--- src/rtl/alu_seq_pkg.sv ---
// alu_seq_pkg: shared types and constants for the bit-serial ALU sequencer.
//   alu_op_e   - MIPS ALU control codes accepted on req_op
//   state_e    - sequencer states
//   OP_*       - 2-bit Operation select of the alu_block slice
//   is_valid_op - true for the six supported req_op codes
package alu_seq_pkg;

   typedef enum logic [3:0] {
      ALU_AND = 4'b0000,
      ALU_OR  = 4'b0001,
      ALU_ADD = 4'b0010,
      ALU_SUB = 4'b0110,
      ALU_SLT = 4'b0111,
      ALU_NOR = 4'b1100
   } alu_op_e;

   typedef enum logic [1:0] {
      S_IDLE,
      S_RUN,
      S_DONE
   } state_e;

   localparam logic [1:0] OP_AND  = 2'b00;
   localparam logic [1:0] OP_OR   = 2'b01;
   localparam logic [1:0] OP_SUM  = 2'b10;
   localparam logic [1:0] OP_LESS = 2'b11;

   function automatic logic is_valid_op(input logic [3:0] op);
      case (op)
         ALU_AND, ALU_OR, ALU_ADD, ALU_SUB, ALU_SLT, ALU_NOR: is_valid_op = 1'b1;
         default:                                            is_valid_op = 1'b0;
      endcase
   endfunction

endpackage

--- src/rtl/alu_block.sv ---
// alu_block: classic 1-bit MIPS ALU slice (purely combinational).
//   a, b        operand bits
//   a_invert    invert a before the logic/adder
//   b_invert    invert b before the logic/adder
//   carry_in    adder carry input
//   operation   00 AND, 01 OR, 10 SUM, 11 LESS pass-through
//   less        value routed to result when operation = 11
//   result      selected output bit
//   carry_out   adder carry output
module alu_block
   import alu_seq_pkg::*;
(
   input  logic       a,
   input  logic       b,
   input  logic       a_invert,
   input  logic       b_invert,
   input  logic       carry_in,
   input  logic [1:0] operation,
   input  logic       less,
   output logic       result,
   output logic       carry_out
);

   logic a_m, b_m, sum;

   assign a_m       = a ^ a_invert;
   assign b_m       = b ^ b_invert;
   assign sum       = a_m ^ b_m ^ carry_in;
   assign carry_out = (a_m & b_m) | (a_m & carry_in) | (b_m & carry_in);

   always_comb begin
      result = 1'b0;
      case (operation)
         OP_AND:  result = a_m & b_m;
         OP_OR:   result = a_m | b_m;
         OP_SUM:  result = sum;
         OP_LESS: result = less;
         default: result = 1'b0;
      endcase
   end

endmodule

--- src/rtl/alu_seq_ctrl.sv ---
// alu_seq_ctrl: bit-serial sequencer computing a WIDTH-bit MIPS ALU op with
// one alu_block slice, one bit per cycle, LSB first.
//   clk, rst_n                 clock, async active-low reset
//   req_valid/req_ready        request handshake (ready only in IDLE)
//   req_op, req_a, req_b       ALU control code and operands
//   resp_valid/resp_ready      response handshake (valid held in DONE)
//   resp_result, resp_zero     result and result==0 flag
//   resp_overflow              signed ADD/SUB overflow (ALU_SEQ_OVF_EN only)
// Optional feature macro: ALU_SEQ_OVF_EN builds the resp_overflow port.
module alu_seq_ctrl
   import alu_seq_pkg::*;
#(
   parameter int WIDTH = 32
) (
   input  logic             clk,
   input  logic             rst_n,
   input  logic             req_valid,
   output logic             req_ready,
   input  logic [3:0]       req_op,
   input  logic [WIDTH-1:0] req_a,
   input  logic [WIDTH-1:0] req_b,
   output logic             resp_valid,
   input  logic             resp_ready,
   output logic [WIDTH-1:0] resp_result,
`ifdef ALU_SEQ_OVF_EN
   output logic             resp_overflow,
`endif
   output logic             resp_zero
);

   localparam int CW = $clog2(WIDTH);

   state_e           state_q, state_d;
   logic [WIDTH-1:0] a_q, b_q, res_q;
   logic [3:0]       op_q;
   logic [CW-1:0]    cnt_q;
   logic             carry_q, zacc_q, zero_q;
   logic             last;

   logic             a_inv, b_inv, slice_res, slice_cout;
   logic [1:0]       slice_opn;
   logic             ovf, set_bit;
   logic [WIDTH-1:0] shifted, final_res;
   logic             final_zero;

   assign req_ready   = (state_q == S_IDLE);
   assign resp_valid  = (state_q == S_DONE);
   assign resp_result = res_q;
   assign resp_zero   = zero_q;
   assign last        = (cnt_q == CW'(WIDTH - 1));

   // ---------------------------------------------------------------
   // Slice control decode. SLT runs as a subtract; the set bit is
   // derived here from the MSB so the slice's LESS path is never used.
   // ---------------------------------------------------------------
   always_comb begin
      a_inv     = 1'b0;
      b_inv     = 1'b0;
      slice_opn = OP_AND;
      case (op_q)
         ALU_AND: slice_opn = OP_AND;
         ALU_OR:  slice_opn = OP_OR;
         ALU_ADD: slice_opn = OP_SUM;
         ALU_SUB, ALU_SLT: begin
            slice_opn = OP_SUM;
            b_inv     = 1'b1;
         end
         ALU_NOR: begin
            a_inv     = 1'b1;
            b_inv     = 1'b1;
            slice_opn = OP_AND;
         end
         default: slice_opn = OP_AND;
      endcase
   end

   alu_block u_slice (
      .a         (a_q[0]),
      .b         (b_q[0]),
      .a_invert  (a_inv),
      .b_invert  (b_inv),
      .carry_in  (carry_q),
      .operation (slice_opn),
      .less      (1'b0),
      .result    (slice_res),
      .carry_out (slice_cout)
   );

   // Only meaningful on the last bit, where carry_q is the carry into
   // the MSB and slice_res is the MSB of the sum.
   assign ovf     = carry_q ^ slice_cout;
   assign set_bit = slice_res ^ ovf;
   assign shifted = {slice_res, res_q[WIDTH-1:1]};

   always_comb begin
      final_res  = shifted;
      final_zero = ~(zacc_q | slice_res);
      if (!is_valid_op(op_q)) begin
         final_res  = '0;
         final_zero = 1'b1;
      end else if (op_q == ALU_SLT) begin
         final_res  = {{(WIDTH-1){1'b0}}, set_bit};
         final_zero = ~set_bit;
      end
   end

   // ---------------------------------------------------------------
   // FSM
   // ---------------------------------------------------------------
   always_ff @(posedge clk or negedge rst_n) begin
      if (!rst_n) state_q <= S_IDLE;
      else        state_q <= state_d;
   end

   always_comb begin
      state_d = state_q;
      case (state_q)
         S_IDLE:  if (req_valid)  state_d = S_RUN;
         S_RUN:   if (last)       state_d = S_DONE;
         S_DONE:  if (resp_ready) state_d = S_IDLE;
         default: state_d = S_IDLE;
      endcase
   end

   // ---------------------------------------------------------------
   // Datapath: operand shift registers, carry chain, result shifter
   // ---------------------------------------------------------------
   always_ff @(posedge clk or negedge rst_n) begin
      if (!rst_n) begin
         a_q     <= '0;
         b_q     <= '0;
         op_q    <= '0;
         cnt_q   <= '0;
         res_q   <= '0;
         carry_q <= 1'b0;
         zacc_q  <= 1'b0;
         zero_q  <= 1'b0;
      end else begin
         case (state_q)
            S_IDLE: begin
               if (req_valid) begin
                  a_q     <= req_a;
                  b_q     <= req_b;
                  op_q    <= req_op;
                  cnt_q   <= '0;
                  res_q   <= '0;
                  zacc_q  <= 1'b0;
                  carry_q <= (req_op == ALU_SUB) || (req_op == ALU_SLT);
               end
            end
            S_RUN: begin
               a_q     <= a_q >> 1;
               b_q     <= b_q >> 1;
               carry_q <= slice_cout;
               zacc_q  <= zacc_q | slice_res;
               if (last) begin
                  res_q  <= final_res;
                  zero_q <= final_zero;
               end else begin
                  res_q  <= shifted;
                  cnt_q  <= cnt_q + CW'(1);
               end
            end
            default: ;
         endcase
      end
   end

`ifdef ALU_SEQ_OVF_EN
   logic ovf_q;

   always_ff @(posedge clk or negedge rst_n) begin
      if (!rst_n)
         ovf_q <= 1'b0;
      else if (state_q == S_RUN && last)
         ovf_q <= ((op_q == ALU_ADD) || (op_q == ALU_SUB)) ? ovf : 1'b0;
   end

   assign resp_overflow = ovf_q;
`endif

endmodule
--- config.mk ---
export PLATFORM = sky130hd
export DESIGN_NAME = alu_seq_ctrl
export DESIGN_NICKNAME = d
export VERILOG_FILES = /design/src/rtl/alu_seq_pkg.sv /design/src/rtl/alu_block.sv /design/src/rtl/alu_seq_ctrl.sv
export SDC_FILE = /design/constraint.sdc
export NUM_CORES = 1
export LEC_CHECK = 0
export CORE_MARGIN = 2
export CORE_UTILIZATION = 50
export DETAILED_ROUTE_END_ITERATION = 16
export PLACE_DENSITY_LB_ADDON = 0.25
export SLEW_MARGIN = 10
export SYNTH_ARGS = -nofsm -noshare
export SYNTH_HDL_FRONTEND = slang
export SYNTH_SLANG_ARGS = --single-unit
--- constraint.sdc ---
create_clock -name clk -period 3 [get_ports clk]
set_input_delay 0.3 -clock clk [delete_from_list [all_inputs] [get_ports clk]]
set_output_delay 0.3 -clock clk [all_outputs]
set_load 0.03 [all_outputs]
# After elaboration in Yosys (flattened, before gate mapping)
# Index checks and enable logic that the tools add are counted.
# classes
n_addsub	1
n_eq_ne	17
n_mux	27
bitwise	15
n_reduce_logical	13
# op_table
op	count
32-bit two-way mux	6
32-bit one-hot mux with 2 select lines	3
4-bit by 3-bit equality test with 1-bit output, second input constant	4
5-bit two-way mux	2
5-bit one-hot mux with 2 select lines	1
1-bit two-way mux	7
2-bit equality test, second input constant	3
2-bit two-way mux	3
2-bit inequality test, second input constant	3
2-bit one-hot mux with 3 select lines	1
2-bit AND reduction	3
3-bit AND reduction	2
3-bit OR reduction	2
6-bit OR reduction	1
1-bit bitwise XOR	6
5-bit by 1-bit adder with 5-bit output, second input constant	1
5-bit equality test, second input constant	1
2-bit by 1-bit equality test with 1-bit output, second input constant	2
4-bit by 1-bit equality test with 1-bit output, second input constant	1
4-bit by 2-bit equality test with 1-bit output, second input constant	1
4-bit equality test, second input constant	1
2-bit zero test	2
4-bit zero test	1
1-bit bitwise OR	4
8 further kinds	12
# totals
regBits	110
input_bits	72
out_inout_bits	35

# Longest topological paths before layout
# depth
word_depth	13
ltp_mapped	12
mapped_depth_nobuf	11

# Cells and area by module
# From an unflattened synthesis, not the netlist that was laid out.
# hier_totals
cells_unflattened	440
hier_area_um2	4648.2
# modules_own_cells
module	instances	cells_each	area_per_inst_um2	seq_area_each_um2
alu_seq_ctrl	1	431	4551.9	2752.6
alu_block	1	9	96.3	0.0

# Worst setup path before layout
# No wires, ideal clock.
# synth_timing
path_type	reg2reg
startpoint	reg op_q[1]
endpoint	reg zero_q, in the netlist resp_zero
setup_time_ns	0.124
arrival_time_ns	2.411
required_time_ns	2.876
slack_ns	0.465
stages_incl_launch_ff	12
path_buffers	1
period_less_slack_ns	2.535
path_cell_list	dfrtp_1 > buf_2 > nor2b_1 > and3b_2 > xor2_1 > fa_1 > nor2b_1 > mux2i_1 > a2bb2oi_2 > xnor2_1 > mux2i_1 > o31a_1
# synth_between
elab_chain_cells	12
elab_cells_between_ends	35
classes_between	eq/ne: 8; mux: 7; bitwise: 15; reduce/logical: 5
# synth_lines
item	line	text
from (decl)	alu_seq_ctrl.sv:35	logic [3:0] op_q;
from (signal assigned)	alu_seq_ctrl.sv:144	op_q <= req_op;
4-bit by 3-bit equality test with 1-bit output, or another cell as far along	alu_seq_pkg.sv:29, alu_seq_ctrl.sv:60, alu_seq_ctrl.sv:101	
3-bit OR reduction (no line)	-	
1-bit two-way mux	alu_seq_ctrl.sv:60	case (op_q)
1-bit bitwise XOR	alu_block.sv:27	assign b_m = b ^ b_invert;
1-bit AND	alu_block.sv:29, alu_block.sv:34	
1-bit bitwise OR (2 in series)	alu_block.sv:29	assign carry_out = (a_m & b_m) | (a_m & carry_in) | (b_m & carry_in);
1-bit bitwise XOR	alu_seq_ctrl.sv:91	assign ovf = carry_q ^ slice_cout;
1-bit bitwise XOR	alu_seq_ctrl.sv:92	assign set_bit = slice_res ^ ovf;
1-bit NOT	alu_seq_ctrl.sv:103	final_zero = ~set_bit;
1-bit two-way mux	alu_seq_ctrl.sv:101	end else if (op_q == ALU_SLT) begin
1-bit two-way mux *	alu_seq_ctrl.sv:98	if (!is_valid_op(op_q)) begin
to (signal assigned)	alu_seq_ctrl.sv:158	zero_q <= final_zero;
to (decl)	alu_seq_ctrl.sv:37	logic carry_q, zacc_q, zero_q;
# Every way passes the cells marked *; elsewhere a longest branch is shown, timed or not.
# A chain may end at the register's enable or synchronous reset.

# Final worst setup path
# Ends and elaborated chain as after synthesis.

==> results_dict.tcl <==
set metrics [dict create \
    grt_pass1_vias 3517 \
    synthTopCellsByCount "dfrtp_1, nand2_1, mux2i_1" \
    maxCapViolations 0 \
    grt-busiest-layer "met2" \
    tightest_slew_ps 663 \
    cts_sinks 110 \
    fin_tns_setup_ps 0 \
    h-tree-depth 3 \
    placed_cell_area_um2 6080 \
    viasPerCell 5.19 \
    numCtsBuffers 9 \
    setup_viol 0 \
    ys_ff_latch 110 \
    max-vdd-ir-drop_v 0.000467 \
    drtPass1Iterations 4 \
    dp_hpwl_mm 6.56 \
    worst-path-max-fanout 9 \
    routed_wl_mm 9.43 \
    synth_seq_area_share 0.559 \
    route.detailed.drc 0 \
    syn-cell-area_um2 4920 \
    pwr-share-comb 0.430 \
    layout_min_cycle_time_ps 2730 \
    worstPathArrival_ps 2980 \
    period_share 0.911 \
    initial_core_util 0.508 \
    ant_nets 0 \
    antenna_found_initial 0 \
    drtIter0Drc 139 \
    end_kind "flip-flop" \
    avgSynthCellArea_um2 11.2 \
    path_clk_slew_ps 110 \
    finalPower_mw 5.77 \
    drive_gt1_frac 0.0665 \
    cts-root-buf "clkbuf_8" \
    synthFlopType "dfrtp_1" \
    cp.required_ps 3250 \
    met1_usage 0.251 \
    ys_types 36 \
    gr-total-overflow 0 \
    fillCellCount 787 \
    die_w_um 103 \
    fin_area_um2 6290 \
    switching_power_mw 2.30 \
    netlist_instances 440 \
    core_area_um2 9680 \
    drv_slew 0 \
    io_pins 107 \
    final_cells 674 \
    gp_congestion 0.811 \
    dp_cells 657 \
    dieArea_um2 10700 \
    syn_nets 517 \
    path_class "reg -> reg" \
    synth_edf_count 0 \
    slew_headroom 0.558 \
    power_density_nw_per_um2 918 \
    grt_setup_unrepaired "false" \
    grt.met3_usage 0.0450 \
    grt_util_all_layers 0.190 \
    cts_buffer_depth 2 \
    final_nets 613 \
    outcome "complete, no violations" \
    cts_tree "done" \
    rows 36 \
    die_y_um 103 \
    async_reset_ff_frac 1.00 \
    syn2layout_area_growth_pct 27.7 \
    grt_pass1_wl_mm 16.1 \
    clk_latency_ps 360 \
    pwr-share-seq 0.418 \
    synth_warnings 0 \
    internal_power_mw 3.47 \
    finalHoldViolCount 0 \
    synth.area.top_cells "dfrtp_1, mux2i_1, a22o_1, o21ai_0, nand2_1" \
    clkPwrFrac 0.152 \
    grt_start_max_net_pins 80 \
    ctsResizeCount 0 \
    max_freq_ghz 0.366 \
    antenna_cells 0 \
    worstHoldPathType "in -> async" \
    io_buffers 106 \
    switching_share 0.398 \
    yosysTopAreaCell "dfrtp_1" \
    p_leak_nw 2.62 \
    start_kind "flip-flop" \
    routedWlPerCell_um 14.0 \
    synth_top_area_frac 0.559 \
    synth.most_common_cell "dfrtp_1" \
    met2_usage 0.320 \
    clock_skew_ps 16.1 \
    vias 3496 \
]
## placed cells by master, fill, tap and decap left out, types with 2 or more instances in the layout
cell,n
dfrtp_1,110
clkdlybuf4s50_1,105
nand2_1,69
mux2i_1,65
o21ai_0,55
a22o_1,32
o21ai_1,16
nor2_1,9
clkbuf_8,9
inv_1,6
a21oi_1,6
buf_4,6
nor2b_1,5
nand2b_1,5
mux2_2,4
ha_1,4
xnor2_1,3
inv_8,3
xor2_1,2
nor3b_1,2
nor2b_4,2
nand4b_1,2
inv_6,2
buf_12,2
## sequential cells by signal, indices dropped and copies added, names as in the netlist
signal / count
a_q: 32
b_q: 32
resp_result: 32
cnt_q: 5
op_q: 4
state_q: 2
carry_q: 1
resp_zero: 1
zacc_q: 1
## power by group through the flow
stage          clock network (mW)  logic [mW]  registers, mW
5_1_grt                     0.972        2.77           2.50
3_3_place_gp                    0        2.42           2.42
6_report                    0.877        2.48           2.42
2_1_floorplan                   0        1.45           2.70
4_1_cts                     0.915        2.51           2.42
3_5_place_dp                    0        2.50           2.44
## stage by stage
step | hold slack [ps] | util | setup slack [ps]
after CTS | 442 | 0.649 | 242
after detailed placement | 301 | 0.628 | 260
after global placement | 296 | 0.628 | 409
final | 430 | 0.649 | 268
after global routing | 478 | 0.649 | 0.624
after floorplan | 4.41 | - | 465
## final cells by class
| class | instances | area (um2) | share of cell area |
|---|---|---|---|
| Sequential cell | 110 | 2750 | 0.438 |
| Multi-Input combinational cell | 295 | 2000 | 0.318 |
| Timing Repair Buffer | 114 | 1150 | 0.182 |
| Tap cell | 133 | 166 | 0.0265 |
| Clock buffer | 9 | 124 | 0.0197 |
| Clock inverter | 7 | 75.1 | 0.0119 |
| Inverter | 6 | 22.5 | 0.00358 |
## worst max-delay path: stages (launching register included)
cell       delay [ps]
dfrtp_1           480
nor2b_1           170
and3b_2           230
xor2_1            300
fa_1              470
nor2b_1           110
mux2i_1            90
a2bb2oi_2         160
xnor2_1           250
mux2i_1           130
o31a_1            240
## final timing paths
check | start | to | slack [ps] | cells past startpoint
max in group asynchronous | rst_n | resp_result[25] | 1870 | 3
setup reg to reg | op_q[1] | resp_zero | 270 | 10
hold / removal | rst_n | resp_result[19] | 430 | 2
hold reg to reg | a_q[6] | a_q[5] | 490 | 2
setup / recovery | op_q[1] | resp_zero | 270 | 10
min in group clk | req_b[31] | b_q[31] | 480 | 3
## cell families after synthesis
group | after synthesis | synth area share
simple gates | 100 | 0.0905
xor+xnor | 5 | 0.00890
fa+ha+maj | 5 | 0.0142
compound gates | 116 | 0.148
flops | 110 | 0.559
buf+inv | 35 | 0.0381
mux | 69 | 0.141
## repair_timing
action | 4_1_cts | 5_1_grt
setup buffers | 0 | 0
hold buffers | 1 | 0
endpoints found under the hold margin | 35 | 0
## routing by layer
layer	vias up	share of wire	wire length [um]
met3	9	0.045	421
met1	1676	0.46	4350
met2	69	0.48	4550
li1	1742	-	-
met4	0	0.011	106
met5	-	0	0
No activity file was read; power rests on OpenSTA's default activity.
